## src/rtl/seq_detector.sv

```systemverilog
// seq_detector
//   Streaming, parametrised sequence detector. Accepts one SYM_W-bit symbol
//   per enabled clock, keeps the last PAT_LEN accepted symbols and compares
//   them against a programmable pattern. A match gives a registered one-cycle
//   pulse on y and bumps a saturating hit counter. Overlapping detection keeps
//   the history after a match; non-overlapping detection flushes it.
//
// Parameters
//   SYM_W    symbol width in bits (>=1)
//   PAT_LEN  pattern length in symbols (>=2)
//   CNT_W    hit counter width (>=1)
//   FILL_W   width of fill, derived from PAT_LEN; leave at its default
//
// Ports
//   clk      rising-edge clock
//   reset    asynchronous, active-low; clears all state
//   en       symbol valid; sym is accepted on a rising edge with en=1
//   sym      incoming symbol
//   pattern  target; symbol k (k=0 oldest) at bits [k*SYM_W +: SYM_W]
//   overlap  1 = overlapping matches, 0 = flush history after each match
//   clr      synchronous flush of history, fill, y and hit_cnt (beats en)
//   y        registered match pulse
//   fill     number of valid symbols in the history, 0..PAT_LEN
//   hit_cnt  saturating match count
//
// Configuration macro
//   SEQDET_HITCNT_EN  when defined the hit counter is built; otherwise
//                     hit_cnt is tied to zero.

module seq_detector #(
  parameter int SYM_W   = 2,
  parameter int PAT_LEN = 3,
  parameter int CNT_W   = 8,
  parameter int FILL_W  = $clog2(PAT_LEN + 1)
) (
  input  logic                     clk,
  input  logic                     reset,
  input  logic                     en,
  input  logic [SYM_W-1:0]         sym,
  input  logic [PAT_LEN*SYM_W-1:0] pattern,
  input  logic                     overlap,
  input  logic                     clr,
  output logic                     y,
  output logic [FILL_W-1:0]        fill,
  output logic [CNT_W-1:0]         hit_cnt
);

  localparam int                HIST_W    = PAT_LEN * SYM_W;
  localparam logic [FILL_W-1:0] FULL_FILL = FILL_W'(PAT_LEN);

  typedef enum logic [1:0] {
    EMPTY,
    FILLING,
    FULL
  } state_t;

  state_t              state_q, state_d;
  logic [HIST_W-1:0]   hist_q, hist_d, hist_shift;
  logic [FILL_W-1:0]   fill_q, fill_d, fill_post;
  logic                y_q, y_d;
  logic                match;

  // State register: FSM state plus the history, fill and match pulse.
  always_ff @(posedge clk or negedge reset) begin
    if (!reset) begin
      state_q <= EMPTY;
      hist_q  <= '0;
      fill_q  <= '0;
      y_q     <= 1'b0;
    end else begin
      state_q <= state_d;
      hist_q  <= hist_d;
      fill_q  <= fill_d;
      y_q     <= y_d;
    end
  end

  // Next-state logic. Slot k of the history lives at bits [k*SYM_W +: SYM_W],
  // so shifting toward slot 0 is a right shift with sym entering at the top.
  // That layout matches the pattern layout, letting the match be a single
  // vector compare on the post-shift history.
  always_comb begin
    hist_shift = {sym, hist_q[HIST_W-1:SYM_W]};
    fill_post  = (state_q == FULL) ? FULL_FILL : fill_q + 1'b1;
    match      = (fill_post == FULL_FILL) && (hist_shift == pattern);

    state_d = state_q;
    hist_d  = hist_q;
    fill_d  = fill_q;
    y_d     = 1'b0;

    if (clr) begin
      state_d = EMPTY;
      hist_d  = '0;
      fill_d  = '0;
    end else if (en) begin
      hist_d = hist_shift;
      y_d    = match;
      if (match && !overlap) begin
        state_d = EMPTY;
        fill_d  = '0;
      end else begin
        fill_d  = fill_post;
        state_d = (fill_post == FULL_FILL) ? FULL : FILLING;
      end
    end
  end

  // Output logic: all outputs come straight from registers.
  always_comb begin
    y    = y_q;
    fill = fill_q;
  end

`ifdef SEQDET_HITCNT_EN
  logic [CNT_W-1:0] cnt_q;

  // Hit counter: counts accepted matches and sticks at its maximum value.
  always_ff @(posedge clk or negedge reset) begin
    if (!reset) begin
      cnt_q <= '0;
    end else if (clr) begin
      cnt_q <= '0;
    end else if (en && match && (cnt_q != {CNT_W{1'b1}})) begin
      cnt_q <= cnt_q + 1'b1;
    end
  end

  assign hit_cnt = cnt_q;
`else
  assign hit_cnt = '0;
`endif

endmodule

```

## config.mk

```make
export PLATFORM = sky130hd
export DESIGN_NAME = seq_detector
export DESIGN_NICKNAME = d
export VERILOG_FILES = /design/src/rtl/seq_detector.sv
export SDC_FILE = /design/constraint.sdc
export NUM_CORES = 1
export LEC_CHECK = 0
export ABC_AREA = 1
export CAP_MARGIN = 20
export CORE_AREA = 2 2 39 41
export CTS_BUF_LIST = sky130_fd_sc_hd__clkbuf_8
export CTS_CLUSTER_SIZE = 16
export DETAILED_ROUTE_END_ITERATION = 12
export DIE_AREA = 0 0 41 43
export GPL_ROUTABILITY_DRIVEN = 0
export HOLD_SLACK_MARGIN = 0.02
export PLACE_DENSITY = 0.79
export SLEW_MARGIN = 20
export SYNTH_ARGS = -nofsm -noshare
export SYNTH_HDL_FRONTEND = slang
export SYNTH_SLANG_ARGS = --single-unit
```

## constraint.sdc

```tcl
create_clock -name clk -period 2.6 [get_ports clk]
set_input_delay 0.26 -clock clk [delete_from_list [all_inputs] [get_ports clk]]
set_output_delay 0.26 -clock clk [all_outputs]
set_load 0.1 [all_outputs]
```

==> results.json <==
{
  "status": "finished, final reports clean",
  "power.leakage_nw": 0.365,
  "power_density_nw_per_um2": 616,
  "grt_first_pass_wirelength_um": 1840,
  "clock_sinks": 9,
  "area_delta_synth_final_pct": 31.5,
  "path_max_fanout": 6,
  "drc_errors": 0,
  "yosysWarningCount": 0,
  "maxCapViolations": 0,
  "finClkSkew_ps": 1.05,
  "place_ws_ps": 1180,
  "io_buffers": 15,
  "peakVddDrop_mv": 0.310,
  "final-hold-violation-count": 0,
  "fmax_mhz": 798,
  "dp_hpwl_um": 788,
  "wl_met1_um": 427,
  "insertion_delay_ps": 240,
  "via_per_inst": 4.47,
  "wl_met3_um": 42,
  "tns_ps": 0,
  "reg2reg_slack_ps": 1410,
  "end_kind": "output port",
  "layout.nets": 104,
  "fillers": 123,
  "drive_gt1_frac": 0.178,
  "wire_per_inst_um": 10.4,
  "dp_cells": 102,
  "path_clk_slew_ps": 50,
  "critPathRequiredTime_ps": 2340,
  "post-cts-setup-buffer-count": 0,
  "numCtsBuffers": 3,
  "routed_wl_um": 1100,
  "hold_class": "in2async",
  "highest_layer": "met4",
  "cts_root_buf": "clkbuf_8",
  "worstRegToRegCells": 6,
  "grt_pass1_vias": 453,
  "synth.cell_area_sq_um": 552,
  "drt_iter0_markers": 8,
  "r2r-end": "fill[1]",
  "path_class": "reg2out",
  "fin_area_sq_um": 726,
  "syn_inst": 72,
  "placed_cell_area_sq_um": 681,
  "period_share": 0.482,
  "avgSynthCellArea_sq_um": 7.66,
  "die-area_sq_um": 1760,
  "die_y_um": 43,
  "total_power_mw": 0.447,
  "die-width_um": 41,
  "tritoncts": "done",
  "worst-path-buf-inv": 1,
  "path_cells": "buf_4",
  "placeableCoreArea_sq_um": 1380,
  "drt_pass1_iterations": 3,
  "htree_levels": 1,
  "postCtsHoldBufs": 0,
  "cp_top_family": "flip-flops",
  "cpPeakStageDelay_ps": 430,
  "start_kind": "register",
  "ios": 24,
  "antenna_found_initial": 0,
  "fin_ws_ps": 1350,
  "stdcell_count": 106,
  "grt_overflow": 0,
  "max-clock-path-buffers": 2,
  "grt_max_degree": 10,
  "start_util": 0.399,
  "grt_usage": 0.163,
  "dr_total_vias": 474,
  "synth_cell_types": 17,
  "worstPathArrival_ps": 990,
  "grt_setup_unrepaired": "false",
  "setup-violations-final": 0,
  "row_count": 14,
  "timing.rr.start": "fill[0]",
  "cts_resized": 0,
  "finalMaxSlewViolations": 0,
  "synth-seq-cells": 9,
  "antenna_cells": 0,
  "period_minus_slack_ps": 1250,
  "crit_slowest_cell": "dfrtp_1",
  "ant_nets": 0,
  "met2_length_um": 591,
  "synth.yosys.seq_area_share": 0.408
}
-- registers in the layout (all words and copies together) (netlist names) --
register  flops
fill          2
hist_q        4
y             1
state_q       2
-- placed cells by master, fill, tap and decap left out, types with 2 or more instances in the layout --
cell | Yosys | final
dfrtp_1 | 9 | 9
xnor2_1 | 3 | 3
inv_2 | 5 | 5
o22ai_1 | 2 | 2
clkbuf_8 | 0 | 3
buf_4 | 8 | 3
clkdlybuf4s50_1 | 0 | 12
conb_1 | 1 | 8
o21ai_1 | 3 | 3
nand2_1 | 22 | 22
nor2_2 | 2 | 2
nor2_1 | 2 | 2
nand3_1 | 4 | 4
inv_1 | 6 | 7
-- kinds of logic after synthesis --
| family | Yosys count | share of synthesized area |
|---|---|---|
| XOR/XNOR | 4 | 0.0635 |
| other | 1 | 0.00680 |
| AND/OR/NAND/NOR | 33 | 0.272 |
| flip-flops | 9 | 0.408 |
| AO/OA/AOI/OAI | 6 | 0.0658 |
| buffers and inverters | 19 | 0.184 |
-- per-layer routing --
layer / vias up / track usage
met5: - / 0
met1: 217 / 0.169
li1: 240 / -
met2: 12 / 0.259
met4: 0 / 0.120
met3: 5 / 0.0471
-- synthesized netlist by cell type (all sizes together) --
cell,n,area (sq um)
dfrtp,9,225
o21ai,4,23.8
xor2,1,8.76
nand3,5,30.0
o22ai,2,12.5
nor2,5,31.3
or2,1,6.26
buf,8,60.1
conb,1,3.75
inv,11,41.3
nand2,22,82.6
xnor2,3,26.3
-- per-stage QoR --
stage           util  hold slack [ps]
2_1_floorplan      -            -35.6
3_3_place_gp   0.492              473
3_5_place_dp   0.492              480
4_1_cts        0.524              330
5_1_grt        0.524              353
6_report       0.524              320
-- layout make-up --
cell class / instances / area, sq um / area share
Clock buffer: 3 / 41.3 / 0.0569
Clock inverter: 1 / 3.75 / 0.00517
Inverter: 11 / 41.3 / 0.0569
Multi-Input combinational cell: 51 / 251 / 0.347
Sequential cell: 9 / 225 / 0.310
Tap cell: 16 / 20.0 / 0.0276
Timing Repair Buffer: 15 / 143 / 0.197
-- power breakdown --
group          switching (mW)  internal [mW]  leakage, nW  total [mW]
sequential            0.00634          0.148        0.121       0.154
combinational          0.0977         0.0326        0.217       0.130
clock                  0.0594          0.103       0.0269       0.163
total                   0.163          0.284        0.365       0.447
-- how the worst max path moves through the flow --
| stage | from | to | slack, ps | cells past startpoint |
|---|---|---|---|---|
| 2_1_floorplan | fill[1] | fill[0] | 910 | 7 |
| 5_1_grt | fill[0] | state_q[1] | 1290 | 6 |
| 3_3_place_gp | sym[1] | fill[1] | 1190 | 7 |
| 3_5_place_dp | sym[1] | fill[1] | 1180 | 7 |
| 4_1_cts | fill[0] | fill[0] | 1340 | 1 |
| 6_report | fill[0] | fill[0] | 1350 | 1 |
(Power assumes the default switching activity.)
